**src/rtl/barrel_demux.sv**
```systemverilog
// barrel_demux: routes a stream of words to one of NCH channels selected per word.
// A two-entry buffer (output register plus skid register) gives full throughput while
// keeping in_ready a pure function of state. Words with an out-of-range select code
// are swallowed, counted and flagged.
module barrel_demux #(
  parameter int unsigned WIDTH = 64,
  parameter int unsigned NCH   = 10
) (
  input  logic             clk,
  input  logic             rst_n,
  input  logic             in_valid,
  output logic             in_ready,
  input  logic [WIDTH-1:0] in_data,
  input  logic [3:0]       in_sel,
  output logic [NCH-1:0]   out_valid,
  input  logic [NCH-1:0]   out_ready,
  output logic [WIDTH-1:0] out_data,
  output logic             sel_err,
  output logic [7:0]       drop_cnt
);

  typedef enum logic [1:0] {
    StEmpty,
    StFull,
    StSkid
  } state_e;

  state_e             state_q, state_d;
  logic [WIDTH-1:0]   out_data_q, out_data_d;
  logic [3:0]         out_sel_q, out_sel_d;
  logic [WIDTH-1:0]   skid_data_q, skid_data_d;
  logic [3:0]         skid_sel_q, skid_sel_d;
  logic               sel_err_q, sel_err_d;
  logic [7:0]         drop_cnt_q, drop_cnt_d;

  logic in_fire;
  logic sel_ok;
  logic in_ok;
  logic in_bad;
  logic out_fire;

  // Handshake decode; out_valid is one-hot so masking with out_ready ignores other channels.
  always_comb begin
    in_ready = (state_q != StSkid);
    in_fire  = in_valid && in_ready;
    sel_ok   = (32'(in_sel) < NCH);
    in_ok    = in_fire && sel_ok;
    in_bad   = in_fire && !sel_ok;
    out_fire = |(out_valid & out_ready);
  end

  // One-hot channel decode of the output register.
  always_comb begin
    out_valid = '0;
    for (int unsigned k = 0; k < NCH; k++) begin
      out_valid[k] = (state_q != StEmpty) && (32'(out_sel_q) == k);
    end
  end

  // Buffer state machine: next state and register loads.
  always_comb begin
    state_d     = state_q;
    out_data_d  = out_data_q;
    out_sel_d   = out_sel_q;
    skid_data_d = skid_data_q;
    skid_sel_d  = skid_sel_q;
    unique case (state_q)
      StEmpty: begin
        if (in_ok) begin
          out_data_d = in_data;
          out_sel_d  = in_sel;
          state_d    = StFull;
        end
      end
      StFull: begin
        if (out_fire && in_ok) begin
          // Replace in place: no bubble between consecutive words.
          out_data_d = in_data;
          out_sel_d  = in_sel;
        end else if (out_fire) begin
          state_d = StEmpty;
        end else if (in_ok) begin
          skid_data_d = in_data;
          skid_sel_d  = in_sel;
          state_d     = StSkid;
        end
      end
      StSkid: begin
        // in_ready is low here, so only the drain event matters.
        if (out_fire) begin
          out_data_d = skid_data_q;
          out_sel_d  = skid_sel_q;
          state_d    = StFull;
        end
      end
      default: state_d = StEmpty;
    endcase
  end

  // Invalid-select bookkeeping: sticky flag and saturating drop counter.
  always_comb begin
    sel_err_d  = sel_err_q;
    drop_cnt_d = drop_cnt_q;
    if (in_bad) begin
      sel_err_d = 1'b1;
      if (drop_cnt_q != 8'hFF) begin
        drop_cnt_d = drop_cnt_q + 8'd1;
      end
    end
  end

  // State and data registers with synchronous active-low reset.
  always_ff @(posedge clk) begin
    if (!rst_n) begin
      state_q     <= StEmpty;
      out_data_q  <= '0;
      out_sel_q   <= '0;
      skid_data_q <= '0;
      skid_sel_q  <= '0;
      sel_err_q   <= 1'b0;
      drop_cnt_q  <= '0;
    end else begin
      state_q     <= state_d;
      out_data_q  <= out_data_d;
      out_sel_q   <= out_sel_d;
      skid_data_q <= skid_data_d;
      skid_sel_q  <= skid_sel_d;
      sel_err_q   <= sel_err_d;
      drop_cnt_q  <= drop_cnt_d;
    end
  end

  // out_data holds the last offered word, including while empty.
  always_comb begin
    out_data = out_data_q;
    sel_err  = sel_err_q;
    drop_cnt = drop_cnt_q;
  end

endmodule

```
**config.mk**
```make
export PLATFORM = sky130hd
export DESIGN_NAME = barrel_demux
export DESIGN_NICKNAME = d
export VERILOG_FILES = /design/src/rtl/barrel_demux.sv
export SDC_FILE = /design/constraint.sdc
export NUM_CORES = 1
export LEC_CHECK = 0
export ABC_AREA = 1
export CORE_UTILIZATION = 54
export CTS_CLUSTER_SIZE = 12
export DETAILED_ROUTE_END_ITERATION = 7
export PLACE_DENSITY = 0.86
export SETUP_SLACK_MARGIN = 0.4
export SYNTH_ARGS = -nofsm -noshare
export SYNTH_HDL_FRONTEND = slang
export SYNTH_SLANG_ARGS = --single-unit
export TNS_END_PERCENT = 5
```
**constraint.sdc**
```tcl
create_clock -name clk -period 4.08 [get_ports clk]
set_clock_uncertainty 0.15 [all_clocks]
set_input_delay 0.816 -clock clk [delete_from_list [all_inputs] [get_ports clk]]
set_output_delay 0.816 -clock clk [all_outputs]
set_load 0.01 [all_outputs]
```
==> flow_summary.toml, run 1 <==
[global_route]
overflow = 0
gr-usage-all-layers = 0.2668
grt_max_degree = 86
grt_pass1_vias = 6019
antenna_found_initial = 2
grt_pass1_wl_mm = 28.23

[yosys]
synth-seq-cells = 147
yosys.area_share.simple = 0.3391
synth_mux_area_frac = 0
synthCells = 1141
synth-compound-area-share = 0.1065
ys.warnings.count = 0
yosys-top-cells-area = "dfxtp_1 42%, nor2_1 16%, nand2_1 15%"
synth_top_area_share = 0.4175
syn_nets = 1223
yosysSeqAreaShare = 0.4175
synthAdderAreaFrac = 0.001775
synth_top_family_by_area = "simple AND/OR/NAND/NOR gates"
synth-xor-area-share = 0.002485
yosysTopAreaCell = "dfxtp_1"
syn_avg_cell_area_um2 = 6.177
synth_cell_types = 26
syn_area_um2 = 7048

[clock_tree]
post_cts_buffers = 0
post_cts_resized = 0
clock_path_buffers = 2
worstSkewPairLatency_ps = 410
clkSlewWorstSetupHoldPaths_ps = 50
cts_made_buffers = 17
clk_root_buffer_cell = "clkbuf_16"
cts_tree = "built"
cts_max_level = 4
clock-sinks = 147
cts-hold-fix-buffers = 0

[floorplan]
dieArea_um2 = 13510
die_x_um = 116.2
start_util = 0.5562
core_region_area_um2 = 12670
fp-row-count = 41
ios = 165
die_y_um = 116.2

[setup_path]
critPathCaptureType = "primary output"
cp_data_required_time_ps = 3110
crit_type = "flop to primary output"
crit_arrival_ps = 2250
worst-path-max-fanout = 63
crit_path_start_kind = "flop"

[worst_hold_path]
hold_class = "flop to flop"

[timing]
slew_viol_final = 0
whs_ps = 359.8
fin_tns_setup_ps = 0
max_freq_ghz = 0.3107
layout_min_cycle_time_ps = 3219
period_share = 0.7890
timing.final.setup_violations = 0
hold_viol_final = 0
slew_headroom = 0.4000
rsz0062_at_grt = "no"
worst_pin_slew_ps = 900.0

[routing]
ant_nets = 0
routedWlPerCell_um = 11.98
drt_wl_total_mm = 17.35
vias_per_cell = 4.793
drt_iter0_drc = 569
drcViolationCount = 0
vias = 6940
dr.pass1.iters = 5

[power]
p_total_mw = 4.485
p_leak_nw = 4.402
vdd_drop_max_v = 0.0003530
power_density_nw_per_um2 = 488.9

[place]
portBuffers = 164
placed_cell_area_um2 = 8693
gp_congestion = 0.8106
place_hpwl_mm = 11.36
dp.cells = 1422

[run]
drv_cap = 0

[cells_and_area]
nets = 1351
postLayoutCellArea_um2 = 9174
area_growth_pct = 30.16
final_cells = 1448
antenna_cells = 0
drive_gt1_frac = 0.03213

[status]
outcome = "complete, no violations"
## layer usage
layer,up-vias,track usage,wire length [um]
li1,3661,-,-
met1,3048,0.3333,7704
met2,194,0.4367,8057
met3,33,0.07161,1185
met4,4,0.1068,367
met5,-,0,30
## worst paths after layout
path | start | endpoint | slack (ps) | cells after the start
worst max-delay path | state_q[0] | in_ready | 860 | 4
worst min-delay path | sel_err | sel_err | 360 | 2
worst min register to register | sel_err | sel_err | 360 | 2
worst max register to register | state_q[0] | out_data[17] | 1370 | 10
## cell usage after synthesis
cell	number
a21oi_1	7
and2_1	1
and3_1	1
buf_1	7
buf_2	15
buf_4	6
buf_6	8
clkbuf_1	31
dfxtp_1	147
ha_1	1
inv_1	154
inv_2	1
nand2_1	289
nand2_2	1
nand3_1	20
nand3_2	1
nand4_1	1
nor2_1	296
nor2_2	2
nor2_4	1
nor3_1	3
nor3b_1	1
nor4_1	2
o21ai_0	128
o21ai_1	15
xor2_1	2
## stage by stage
step	setup slack [ps]	util
final	861.0	0.7240
after global routing	764.4	0.7240
after CTS	870.9	0.7240
after detailed placement	817.1	0.6861
after global placement	932.5	0.6861
after floorplan	1874	-
## logic make-up after synthesis
logic type,after synthesis
and+or+nand+nor,619
buffers and inverters,222
AOI/OAI and AO/OA,150
DFF,147
xor gates and xnor gates,2
adders and majority gates,1
## report_power, final
part           internal, mW  total (mW)  switching (mW)  leakage (nW)
registers              1.66        1.78           0.120          1.20
logic                 0.605        1.38           0.773          2.96
clock network         0.787        1.33           0.540         0.235
## cell usage in the layout, fill, tap and decap left out, types with 3 or more instances in the layout
master	netlist	layout
a21oi_1	7	7
buf_12	0	3
buf_4	6	10
clkbuf_1	31	6
clkbuf_16	0	17
clkdlybuf4s50_1	0	163
dfxtp_1	147	147
inv_1	154	154
nand2_1	289	288
nand3_1	20	19
nor2_1	296	296
nor3_1	3	3
o21ai_0	128	128
o21ai_1	15	15
## area by class of cell
type                    count  area [um^2]
fillers                  1071         3497
multi-input cells         772         3186
flip-flops and latches    147         2943
repair buffers            176         1767
inverters                 155        583.1
clock buffers              25        475.5
well taps                 172        215.2
clock inverters             1        5.005
## registers in the layout (all words and copies together), names as in the netlist
register,count
drop_cnt,8
out_data,64
skid_sel_q,4
sel_err,1
out_sel_q,4
skid_data_q,64
state_q,2
## critical path, stage by stage, from the launching register on
cell             delay, ps
dfxtp_1                480
nor2_1                 150
clkinv_2                70
buf_4                  470
clkdlybuf4s50_1        640
(Power assumes the default switching activity.)
==> inputs of run 2 (changes only) <==
Settings changed: CORE_UTILIZATION 54 to 50, PLACE_DENSITY 0.86 to 0.8.
Clock period 4.08 ns to 3.2 ns, I/O delays scaled along.
==> run 2 against run 1 <==
Against the previous run:
- first-iteration DRC count is 6.2% lower
- total power is 37% higher
- critical path depth stayed put
- die area is 7.9% higher
- clock power is 58% higher
- hold slack worse by 0.51 ps
- count of clock-buffer cells in the layout is 4 lower
- largest cell class unchanged
- largest power group unchanged
- highest routed layer is now met4
==> flow_summary.toml, run 2 (synthesized netlist as in run 1, its figures left out) <==
[status]
outcome = "complete, no violations"

[cells_and_area]
final_cell_mix = "295 x nor2_1, 288 x nand2_1, 163 x clkdlybuf4s50_1"
final_common_cell = "nor2_1"
drive_gt1_frac = 0.04059
post-route-util = 0.6776
nets = 1351
antenna_cells = 0
area_growth_pct = 32.93

[floorplan]
dieArea_um2 = 14570
fp-row-count = 43
die_x_um = 120.7
die_y_um = 120.7
ios = 165
start_util = 0.5097
core_region_area_um2 = 13830

[setup_path]
critPathCaptureType = "primary output"
crit_chain = "nor2_1, inv_1, nor3_1, clkdlybuf4s50_1"
crit_type = "flop to primary output"
crit_buf_inv = 2
r2r_cells = 10
slowest_delay_ps = 600
crit_family = "buffers and inverters"
crit_path_start_kind = "flop"
crit_arrival_ps = 2040
reg2reg_to = "out_data[12]"
slowest_stage = "clkdlybuf4s50_1"
rrSetupSlack_ps = 820
cp_data_required_time_ps = 2410
worst-path-max-fanout = 5
r2r-start = "state_q[0]"

[power]
vdd_drop_max_v = 0.0003574
p_leak_nw = 4.489
p_total_mw = 6.143
power_density_nw_per_um2 = 655.7

[routing]
drt_iter0_drc = 534
drt_wl_total_mm = 17.40
drcViolationCount = 0
ant_nets = 0
routedWlPerCell_um = 11.91
vias_per_cell = 4.736
dr.pass1.iters = 5
vias = 6919

[worst_hold_path]
whs_path_depth = 2
hold_class = "flop to flop"
hold_end = "drop_cnt[5]"
hold_start = "drop_cnt[5]"

[clock_tree]
clk_root_buffer_cell = "clkbuf_16"
clock_path_buffers = 2
clkSlewWorstSetupHoldPaths_ps = 60
post_cts_buffers = 0
post_cts_resized = 2
worstSkewPairLatency_ps = 410
cts_made_buffers = 17
cts-hold-fix-buffers = 0
cts_tree = "built"
clock-sinks = 147
cts_max_level = 4

[place]
gp_congestion = 0.8175
pre_cts_ws_ps = 484.2
place_hpwl_mm = 11.04
portBuffers = 164

[timing]
period_share = 0.8852
hold_viol_final = 0
max_freq_ghz = 0.3530
layout_setup_ws_ps = 367.5
slew_viol_final = 0
slew_headroom = 0.6101
whs_ps = 359.3
fin_tns_setup_ps = 0
layout_min_cycle_time_ps = 2833
timing.final.setup_violations = 0
worst_pin_slew_ps = 584.9
rsz0062_at_grt = "yes"

[run]
drv_cap = 0

[global_route]
grt_pass1_vias = 6005
grt_max_degree = 97
antenna_found_initial = 0
grt_pass1_wl_mm = 28.10
gr-usage-all-layers = 0.2415
overflow = 0
-- run 2: changes by cell type in the layout (fill, tap and decap cells not counted), sizes merged --
cell	previous run	this run
bufinv	0	5
clkbuf	25	21
clkinv	2	4
clkinvlp	0	2
-- run 2: per-layer routing --
metal / part of all wire / GRT usage
met1: 0.45 / 0.3082
met3: 0.058 / 0.05377
met2: 0.47 / 0.3991
met4: 0.018 / 0.08642
met5: 0 / 0
-- run 2: through the flow --
| stage | std cells | instance area (um^2) |
|---|---|---|
| after CTS | 1461 | 9360 |
| after detailed placement | 1430 | 8728 |
| after global routing | 1461 | 9369 |
| after global placement | 1430 | 8728 |
| final | 1461 | 9369 |
| after floorplan | 1141 | 7048 |
-- run 2: layout make-up --
cell class                      count  area, um^2
Sequential cell                   147        2943
Fill cell                        1218        4458
Tap cell                          180       225.2
Multi-Input combinational cell    772        3188
Clock buffer                       21       470.5
Timing Repair Buffer              176        1792
Inverter                          155       595.6
Clock inverter                     10       155.1
-- run 2: report_power, final --
part	switching [mW]	leakage [nW]	total [mW]	internal, mW
clock network	0.743	0.305	2.10	1.36
logic	0.995	2.98	1.78	0.790
registers	0.145	1.20	2.26	2.11
total	1.88	4.49	6.14	4.26
-- run 2: worst reg2reg max path: stages, from the launching register on --
cell and delay, ps:
dfxtp_1 380, nor2_4 230, nor2_1 130, nand3_1 90, nand3_1 80, nor2_1 260, nand3_1 170, nand4_1 150
buf_4 450, nor2_1 100, nor2_1 140
-- run 2: worst max path at each step --
stage	endpoint	cells past startpoint	start	slack, ps
after floorplan	out_data[52]	8	in_sel[1]	1170
after global placement	out_data[23]	8	in_sel[1]	580
after detailed placement	out_data[12]	8	out_ready[5]	480
after CTS	in_ready	4	state_q[1]	370
after global routing	out_valid[2]	5	state_q[0]	290
final	out_valid[3]	4	out_sel_q[2]	370
==> inputs of run 3 (changes only) <==
Settings changed: PLACE_DENSITY 0.8 to 0.82.
==> run 3 against run 2 <==
Against the previous run:
- maximum frequency is 4.8% higher
- largest cell class unchanged
- largest power group unchanged
- hold slack worse by 19 ps
- via count rose by 1.7%
- first-iteration DRC count increased by 9.4%
- wire length increased by 0.66%
- final area is 0.27% higher
- critical endpoint is now out_valid[6]
- die area unchanged
==> flow_summary.toml, run 3 (synthesized netlist as in run 1, its figures left out) <==
[status]
outcome = "complete, no violations"

[routing]
dr.pass1.iters = 5
vias_per_cell = 4.810
routedWlPerCell_um = 11.97
drt_iter0_drc = 584
vias = 7037
drt_wl_total_mm = 17.51
drcViolationCount = 0
ant_nets = 0

[setup_path]
crit_type = "flop to primary output"
slowest_delay_ps = 590
critPathCaptureType = "primary output"
crit_arrival_ps = 1910
crit_top_cell = "inv_1"
crit_chain = "inv_1, nor2_2, inv_1, nor2_1, clkdlybuf4s50_1"
cp_data_required_time_ps = 2410
worst-path-max-fanout = 5
slowest_stage = "clkdlybuf4s50_1"
crit_path_start_kind = "flop"

[timing]
period_share = 0.8445
slew_headroom = 0.5352
layout_min_cycle_time_ps = 2702
whs_ps = 340.8
rsz0062_at_grt = "yes"
hold_viol_final = 0
fin_tns_setup_ps = 0
worst_pin_slew_ps = 697.2
timing.final.setup_violations = 0
max_freq_ghz = 0.3701
slew_viol_final = 0
layout_setup_ws_ps = 497.7

[cells_and_area]
final_cell_mix = "294 x nor2_1, 288 x nand2_1, 162 x clkdlybuf4s50_1"
final_cells = 1463
drive_gt1_frac = 0.04287
postLayoutCellArea_um2 = 9394
nets = 1353
final_common_cell = "nor2_1"
area_growth_pct = 33.29
antenna_cells = 0
post-route-util = 0.6794

[place]
gp_congestion = 0.8377
portBuffers = 164
pre_cts_ws_ps = 348.5
place_hpwl_mm = 11.45
placed_cell_area_um2 = 8768
dp.cells = 1432

[floorplan]
core_region_area_um2 = 13830
start_util = 0.5097
ios = 165
fp-row-count = 43
die_y_um = 120.7
dieArea_um2 = 14570
die_x_um = 120.7

[clock_tree]
cts_tree = "built"
clkSlewWorstSetupHoldPaths_ps = 60
cts_made_buffers = 17
post_cts_buffers = 0
clock-sinks = 147
clock_path_buffers = 2
clk_root_buffer_cell = "clkbuf_16"
cts_max_level = 4
worstSkewPairLatency_ps = 410

[power]
p_sw_frac = 0.3051
power_density_nw_per_um2 = 652.4
p_total_mw = 6.128
p_leak_nw = 4.518
clkPwrFrac = 0.337
pwr-share-comb = 0.294
power.switching_mw = 1.870
p_seq_frac = 0.368
vdd_drop_max_v = 0.0003614
p_int_mw = 4.259

[global_route]
grt_pass1_wl_mm = 28.70
overflow = 0
antenna_found_initial = 0
grt_max_degree = 83
grt_pass1_vias = 6174
gr-usage-all-layers = 0.2466

[worst_hold_path]
hold_class = "flop to flop"

[run]
drv_cap = 0
==> run 3: critical path: cells and delay by family, from the launching register on <==
kind                   cells  cell delay, ps
buffers and inverters      3             810
flip-flops                 1             360
AND/OR/NAND/NOR            2             320
==> run 3: final timing paths <==
path | startpoint | end | slack, ps | cells after the start
max | out_sel_q[2] | out_valid[6] | 500 | 5
min | sel_err | sel_err | 340 | 2
max reg2reg | state_q[0] | skid_data_q[53] | 730 | 11
min reg2reg | sel_err | sel_err | 340 | 2
==> run 3: metal layers <==
metal | vias up | GRT usage | routed length, um
met1 | 3168 | 0.3146 | 7820
met2 | 167 | 0.4091 | 8450
met5 | - | 0 | 0
li1 | 3673 | - | -
met3 | 29 | 0.04623 | 883
met4 | 0 | 0.09954 | 358
==> run 3: layout make-up <==
type                            count  area, um^2
Fill cell                        1199        4433
Tap cell                          180       225.2
Multi-Input combinational cell    772        3191
Timing Repair Buffer              178        1834
Inverter                          155       583.1
Clock buffer                       21       460.4
Clock inverter                     10       156.4
Sequential cell                   147        2944
==> run 3: repair_timing <==
action | CTS | global route
gates resized for setup | 1 | 3
hold buffers | 0 | 0
cloned | 0 | 0
setup endpoints to repair | 4 | 10
==> run 3: power groups by stage <==
| stage | registers, mW | logic [mW] | clock network, mW |
|---|---|---|---|
| after CTS | 2.26 | 1.82 | 2.11 |
| after global routing | 2.29 | 2.03 | 2.18 |
| after floorplan | 2.36 | 0.953 | 0 |
| after global placement | 2.28 | 1.77 | 0 |
| final | 2.26 | 1.80 | 2.07 |
| after detailed placement | 2.29 | 1.80 | 0 |
